[config.mk]
export PLATFORM = sky130hd
export DESIGN_NAME = grf_wb_arbiter
export DESIGN_NICKNAME = d
export VERILOG_FILES = /design/src/rtl/cpu_pkg.sv /design/src/rtl/wb_fifo.sv /design/src/rtl/grf_wb_arbiter.sv
export SDC_FILE = /design/constraint.sdc
export NUM_CORES = 1
export LEC_CHECK = 0
export BUFFER_PORTS_ARGS = -buffer_cell sky130_fd_sc_hd__buf_4
export CAP_MARGIN = 25
export CORE_MARGIN = 2
export CORE_UTILIZATION = 54
export CTS_BUF_LIST = sky130_fd_sc_hd__clkbuf_4 sky130_fd_sc_hd__clkbuf_8
export CTS_CLUSTER_DIAMETER = 30
export DETAILED_ROUTE_END_ITERATION = 8
export MAX_ROUTING_LAYER = met4
export PLACE_DENSITY_LB_ADDON = 0.2
export SKIP_CTS_REPAIR_TIMING = 1
export SLEW_MARGIN = 20
export SYNTH_ARGS = -nofsm -noshare
export SYNTH_HDL_FRONTEND = slang
export SYNTH_HIERARCHICAL = 1
export SYNTH_SLANG_ARGS = --single-unit
[constraint.sdc]
create_clock -name clk -period 3.2 [get_ports clk]
set_clock_uncertainty 0.2 [all_clocks]
set_input_delay 0.64 -clock clk [delete_from_list [all_inputs] [get_ports clk]]
set_output_delay 0.64 -clock clk [all_outputs]
set_load 0.03 [all_outputs]
[src/rtl/cpu_pkg.sv]
// cpu_pkg: shared GRF writeback widths and the buffered MDU result entry
package cpu_pkg;
    localparam int REG_AW = 5;
    localparam int DATA_W = 32;
    localparam logic [REG_AW-1:0] REG_ZERO = 5'd0;
    typedef struct packed {
        logic [REG_AW-1:0] a3;
        logic [DATA_W-1:0] data;
        logic [DATA_W-1:0] pc;
        logic              live;
    } wb_entry_t;
endpackage

[src/rtl/wb_fifo.sv]
// wb_fifo: circular buffer of MDU results with kill-by-address and busy-mask reduction
module wb_fifo
    import cpu_pkg::*;
#(
    parameter int DEPTH = 2,
    localparam int PTR_W = $clog2(DEPTH)
) (
    input  logic              clk,
    input  logic              rst_n,
    input  logic              push_i,
    input  wb_entry_t         push_entry_i,
    input  logic              pop_i,
    input  logic              kill_i,
    input  logic [REG_AW-1:0] kill_a3_i,
    output wb_entry_t         head_o,
    output logic [PTR_W:0]    count_o,
    output logic [DATA_W-1:0] busy_mask_o
);
    wb_entry_t        entries_q [DEPTH];
    wb_entry_t        entries_d [DEPTH];
    logic [PTR_W-1:0] rd_ptr_q, rd_ptr_d, wr_ptr_q, wr_ptr_d;
    logic [PTR_W:0]   count_q, count_d;
    // kill matching live entries, clear the popped slot, then write the younger incoming result
    always_comb begin
        entries_d = entries_q;
        for (int i = 0; i < DEPTH; i++)
            if (kill_i && entries_q[i].live && entries_q[i].a3 == kill_a3_i) entries_d[i].live = 1'b0;
        if (pop_i) entries_d[rd_ptr_q].live = 1'b0;
        if (push_i) entries_d[wr_ptr_q] = push_entry_i;
        rd_ptr_d = rd_ptr_q + PTR_W'(pop_i);
        wr_ptr_d = wr_ptr_q + PTR_W'(push_i);
        count_d  = count_q + (PTR_W+1)'(push_i) - (PTR_W+1)'(pop_i);
    end
    // buffer state; slots outside the held range always have live cleared
    always_ff @(posedge clk or negedge rst_n) begin
        if (!rst_n) begin
            for (int i = 0; i < DEPTH; i++) entries_q[i] <= '0;
            rd_ptr_q <= '0;
            wr_ptr_q <= '0;
            count_q  <= '0;
        end else begin
            entries_q <= entries_d;
            rd_ptr_q  <= rd_ptr_d;
            wr_ptr_q  <= wr_ptr_d;
            count_q   <= count_d;
        end
    end
    // one-hot OR of live destinations for the decode stall logic
    always_comb begin
        busy_mask_o = '0;
        for (int i = 0; i < DEPTH; i++)
            if (entries_q[i].live) busy_mask_o[entries_q[i].a3] = 1'b1;
        busy_mask_o[0] = 1'b0;
    end
    assign head_o  = entries_q[rd_ptr_q];
    assign count_o = count_q;
endmodule

[src/rtl/grf_wb_arbiter.sv]
// grf_wb_arbiter: merges pipeline writeback and buffered MDU results onto the GRF write port
module grf_wb_arbiter
    import cpu_pkg::*;
#(
    parameter int DEPTH = 2,
    localparam int PTR_W = $clog2(DEPTH)
) (
    input  logic              clk,
    input  logic              reset,
    input  logic              wb_valid,
    input  logic [REG_AW-1:0] wb_a3,
    input  logic [DATA_W-1:0] wb_data,
    input  logic [DATA_W-1:0] wb_pc,
    input  logic              mdu_valid,
    output logic              mdu_ready,
    input  logic [REG_AW-1:0] mdu_a3,
    input  logic [DATA_W-1:0] mdu_data,
    input  logic [DATA_W-1:0] mdu_pc,
    output logic [REG_AW-1:0] A3,
    output logic              WE_op,
    output logic [DATA_W-1:0] WE,
    output logic [DATA_W-1:0] PC,
    output logic [DATA_W-1:0] busy_mask,
    output logic              fifo_empty
);
    wb_entry_t      head;
    logic [PTR_W:0] count;
    logic           wb_win, head_live, head_win, pop, push;
    // WB always wins; a dead head is discarded every cycle, a live one only in an idle slot
    always_comb begin
        wb_win     = reset && wb_valid && wb_a3 != REG_ZERO;
        head_live  = count != '0 && head.live;
        head_win   = reset && !wb_win && head_live;
        pop        = reset && count != '0 && (!head.live || !wb_win);
        mdu_ready  = reset && count != (PTR_W+1)'(DEPTH);
        push       = mdu_valid && mdu_ready && mdu_a3 != REG_ZERO;
        WE_op      = wb_win || head_win;
        A3         = wb_win ? wb_a3 : head_win ? head.a3 : REG_ZERO;
        WE         = wb_win ? wb_data : head_win ? head.data : '0;
        PC         = wb_win ? wb_pc : head_win ? head.pc : '0;
        fifo_empty = count == '0;
    end
    wb_fifo #(.DEPTH(DEPTH)) u_fifo (
        .clk         (clk),
        .rst_n       (reset),
        .push_i      (push),
        .push_entry_i('{a3: mdu_a3, data: mdu_data, pc: mdu_pc, live: 1'b1}),
        .pop_i       (pop),
        .kill_i      (wb_win),
        .kill_a3_i   (wb_a3),
        .head_o      (head),
        .count_o     (count),
        .busy_mask_o (busy_mask)
    );
endmodule
# == After elaboration in Yosys (flattened, before gate mapping) ==
# Index checks and enable logic that the tools add are counted.
# word_totals
regBits,144
word_cells,80
inputBits,142
# classes
n_bitwise,3
muxes,25
add_sub_neg,4
n_reduce_logical,26
n_lt_le_gt_ge,8
n_eq_ne,3
# ops
cell,count
bitwise mux 140 bit,2
2-to-1 mux 140 bit,2
2-to-1 mux 70 bit,4
2-to-1 mux 32 bit,6
demux 70 bit (select 1 bit),2
OR 32 bit,1
logical AND 1 bit,18
"less-than comparator 5 x 6 -> 1 bit, second input constant",2
demux 1 bit (select 5 bit),2
== test 5 bit,2
">= comparator 5 x 1 -> 1 bit, second input constant",2
2-to-1 mux 5 bit,2
nonzero test 5 bit,2
2-to-1 mux 1 bit,5
">= comparator 2 bit, second input constant",2
"less-than comparator 2 x 1 -> 1 bit, second input constant",2
NOT 1 -> 2 bit,2
adder 1 bit,2
adder 2 x 1 -> 2 bit,1
logical NOT 1 bit,2
logical NOT 2 bit,1
logical OR 1 bit,2
"inequality test 2 bit, second input constant",1
nonzero test 2 bit,1
subtractor 2 x 1 -> 2 bit,1

# == Logic depth before layout (Yosys ltp) ==
# logic_depth
depth_word,10
depth_mapped,11
ltp_nobuf,9

# == Hierarchy ==
# The synthesis kept the hierarchy.
# by_module_without_submodules
module,area_per_inst_um2,cells_each,n_inst,seq_area_each_um2
wb_fifo,6810.3,843,1,3603.5
grf_wb_arbiter,1403.8,254,1,0.0

# == Least setup slack after synthesis ==
# OpenSTA, ideal clock, no wires.
# synth_path
kind,input to output
start,in wb_a3[3]
end,out PC[0]
setup_slack_ns,0.093
arrival_time_ns,2.267
cell_stages,5
path_buffers,1
path_cell_list,or4_4 o21ai_4 inv_2 clkbuf_2 o21ai_0
# synth_via
elab_chain_cells,7
# synth_rtl
item,line,source
from (decl),grf_wb_arbiter.sv:11,"input logic [REG_AW-1:0] wb_a3,"
nonzero test 5 bit (*),grf_wb_arbiter.sv:31,wb_win = reset && wb_valid && wb_a3 != REG_ZERO;
logical AND 1 bit (*),grf_wb_arbiter.sv:31,
logical NOT 1 bit,grf_wb_arbiter.sv:33,head_win = reset && !wb_win && head_live;
logical AND 1 bit (2 in series),grf_wb_arbiter.sv:33,
2-to-1 mux 32 bit,grf_wb_arbiter.sv:40,PC = wb_win ? wb_pc : head_win ? head.pc : '0;
2-to-1 mux 32 bit (*),grf_wb_arbiter.sv:40,
to (decl),grf_wb_arbiter.sv:22,"output logic [DATA_W-1:0] PC,"
# Mark *: on every way between the ends. The rest lies on a longest branch, timed or not.

# == Worst setup path in the final report ==
# layout_path
start,in wb_a3[3]
end,out WE[9]
# layout_via
elab_chain_cells,7
# layout_rtl
item,line,source
nonzero test 5 bit (*),grf_wb_arbiter.sv:31,
logical AND 1 bit (*),grf_wb_arbiter.sv:31,
logical NOT 1 bit,grf_wb_arbiter.sv:33,
logical AND 1 bit (2 in series),grf_wb_arbiter.sv:33,
2-to-1 mux 32 bit,grf_wb_arbiter.sv:39,WE = wb_win ? wb_data : head_win ? head.data : '0;
2-to-1 mux 32 bit (*),grf_wb_arbiter.sv:39,
to (decl),grf_wb_arbiter.sv:21,"output logic [DATA_W-1:0] WE,"
# Marked as above.

==> impl_metrics.toml <==
[route]
vias_per_cell = 5.500
avgRoutedWirePerCell_um = 15.92
vias = 8228
drt_iter0_drc = 820
ant_nets = 0
drc = 0
dr.pass1.iters = 5
wl_um = 23820

[layout]
antenna_cells = 0
multi_input_area_um2 = 3603
seq_area_um2 = 3607
nFillCells = 1293
drive_above_1_share_pct = 23.70
area_delta_synth_final_pct = 27.57
finalNetCount = 1441

[logic_synthesis]
synthTopCellsByArea = "dfrtp_1 44%, o21ai_0 15%, nand2_1 13%"
synthAdderAreaFrac_pct = 0.6093
synthArstFlopShare_pct = 100.0
synthTopCellsByCount = "283 x nand2_1, 251 x o21ai_0, 144 x dfrtp_1, 144 x inv_1, 64 x o211ai_1"
ys_warn_count = 6
seq_area_frac_synth_pct = 43.87
yosysMostFrequentCell = "nand2_1"
synth_top_area_share_pct = 43.87
avgSynthCellArea_um2 = 7.488
muxShareOfSynthArea_pct = 0.1371
synthFlopType = "dfrtp_1"
synthCells = 1097
synth_edf_count = 0
synth-seq-cells = 144
synth_simple_gate_area_share_pct = 15.29
synth_top_family_by_area = "compound AO/OA/AOI/OAI gates"
yosys.area_share.xor_xnor_pct = 1.386
synth_compound_area_share_pct = 26.20
yosys.area.top_type = "dfrtp_1"
synth_area_um2 = 8214
ys_types = 38

[floorplan]
initial_utilization_pct = 54.64
die_height_um = 127.3
dieArea_um2 = 16210
die_x_um = 127.3
io_pins = 246
rows = 45
core_um2 = 15030

[clocking]
h-tree-depth = 4
cts.clk_slew.worst_paths_ps = 80
tritoncts = "yes"
cts_sinks = 144
cts_root_buf = "clkbuf_8"
cts_buffers = 17
clkLatencyLatePin_ps = 440
cts_buffer_depth = 2

[placed_design]
dp_slack_ps = 137.8
post-dp-hpwl_um = 15430
numPortBuffers = 244
gp_congestion = 0.9285

[sta]
tightest_slew_ps = 830.7
final_hold_viol_count = 0
rsz0062_at_grt = "no"
max_slew_margin_pct = 44.62
post-route-period-util_pct = 95.75
setup-tns-final_ps = 0
clock.fmax_mhz = 326.4
min_period_ps = 3064
final.setup.worst_slack_ps = 136.0
setup_viol = 0
slew_viol_final = 0

[power]
p_leak_nw = 4.584
switchingPower_mw = 2.448
combPwrFrac_pct = 33.9
swShare_pct = 38.04
ir_worst_vdd_v = 0.0004933
p_seq_share_pct = 41.7
p_clk_share_pct = 24.4
power_density_nw_per_um2 = 614.2
p_int_mw = 3.988

[critical_path]
crit_path_start_kind = "primary input"
path_class = "in -> out"
endpoint = "WE[9]"
cp.arrival_ps = 2220
r2r_start = "u_fifo/count_o[0]"
cpPeakStageDelay_ps = 570
crit_chain = "buf_4 -> or4_4 -> o21ai_4 -> inv_2 -> buf_12 -> o21ai_0 -> buf_4"
reg2reg_to = "u_fifo/entries_q[116]"
cp_slowest_cell = "or4_4"
end_kind = "output port"
r2r_cells = 6
regToRegSetupSlack_ps = 770
critPathLaunch = "wb_a3[3]"
worstPathRequired_ps = 2360
timing.critical_path.mode_cell = "buf_4"
cp_max_fo = 71

[global_route]
grt_usage_pct = 30.27
grt_pass1_vias = 7794
grt_overflow_total = 0
grt_max_degree = 142
antenna_found_initial = 0
grt_pass1_wl_um = 38250

[flow_run]
cap_violations = 0

[min_path]
min_path_type = "in -> async"

[status]
outcome = "completed"
==> cells by family (layout without fill, tap and decap cells) <==
family | Yosys count | count (layout)
and+or+nand+nor | 318 | 318
buffers and inverters | 234 | 444
other | 2 | 3
DFF | 144 | 144
AOI/OAI and AO/OA | 381 | 381
xor gates and xnor gates | 13 | 13
adders and majority gates | 4 | 4
muxes | 1 | 1
==> worst min-delay path by stage <==
stage                 from                    to  slack, ps  cells past startpoint
2_1_floorplan        reset     u_fifo/count_o[0]        140                      0
3_3_place_gp         reset     u_fifo/count_o[0]        250                      1
3_5_place_dp         reset     u_fifo/count_o[0]        250                      1
4_1_cts              reset     u_fifo/count_o[0]       -240                      1
5_1_grt        mdu_data[2]  u_fifo/entries_q[35]        190                      3
6_report             reset  u_fifo/entries_q[66]        210                      2
==> placed cells by master (no fill, tap or decap), types with 2 or more instances in the layout <==
master      count
nor4_1          2
o211ai_1       64
bufinv_16       4
clkinv_4        2
buf_12          3
xnor2_1         4
dfrtp_1       143
clkinvlp_4      3
nand2_1       283
buf_6           2
xor2_1          9
conb_1          3
a32o_1          2
ha_1            2
ha_2            2
buf_4         261
clkbuf_8       18
and3_1          2
o21ai_1        24
nand3_1        20
o21ai_0       251
inv_1         144
clkinv_2        4
nor2_1          4
o22ai_1        31
==> power groups by stage <==
| stage | Clock, mW | Combinational (mW) | Sequential [mW] |
|---|---|---|---|
| finish | 1.57 | 2.18 | 2.68 |
| global route | 1.67 | 2.45 | 2.75 |
| CTS | 1.59 | 2.17 | 2.68 |
| detailed placement | 0 | 2.15 | 2.71 |
| global placement | 0 | 2.10 | 2.69 |
| floorplan | 0 | 1.54 | 2.59 |
==> state kept, by name, indices dropped and copies added (netlist names) <==
register / cells
u_fifo/wr_ptr_q: 1
u_fifo/count_o: 2
u_fifo/entries_q: 140
u_fifo/rd_ptr_q: 1
==> per-layer routing <==
metal / vias to the layer above / global-route usage (%) / wire length (µm)
li1: 3995 / - / -
met1: 3872 / 39.45 / 10420
met2: 319 / 48.51 / 11310
met3: 42 / 4.858 / 1572
met4: 0 / 10.47 / 516
met5: - / - / 0
==> per-stage QoR <==
stage	std cells	utilization, %	power (mW)	hold WS, ps	cell area [µm²]
after floorplan	1098	-	4.126	144.4	8218
after global placement	1463	66.71	4.791	249.4	10030
after detailed placement	1463	66.71	4.865	250.7	10030
after CTS	1495	69.61	6.444	-238.1	10470
after global routing	1496	69.70	6.861	191.4	10480
final	1496	69.70	6.436	205.1	10480
==> critical path, delay by kind of cell <==
family | cells | cell delay [ps]
AO/OA/AOI/OAI | 2 | 410
AND/OR/NAND/NOR | 1 | 570
buffers and inverters | 4 | 590
==> cell type report <==
class                           count  share of cell area, %
Sequential cell                   144                  34.42
Multi-Input combinational cell    720                  34.39
Timing Repair Buffer              267                  19.58
Inverter                          145                  5.194
Clock buffer                       18                  2.364
Tap cell                          188                  2.245
Clock inverter                     14                  1.803
No activity file was read; power rests on OpenSTA's default activity.
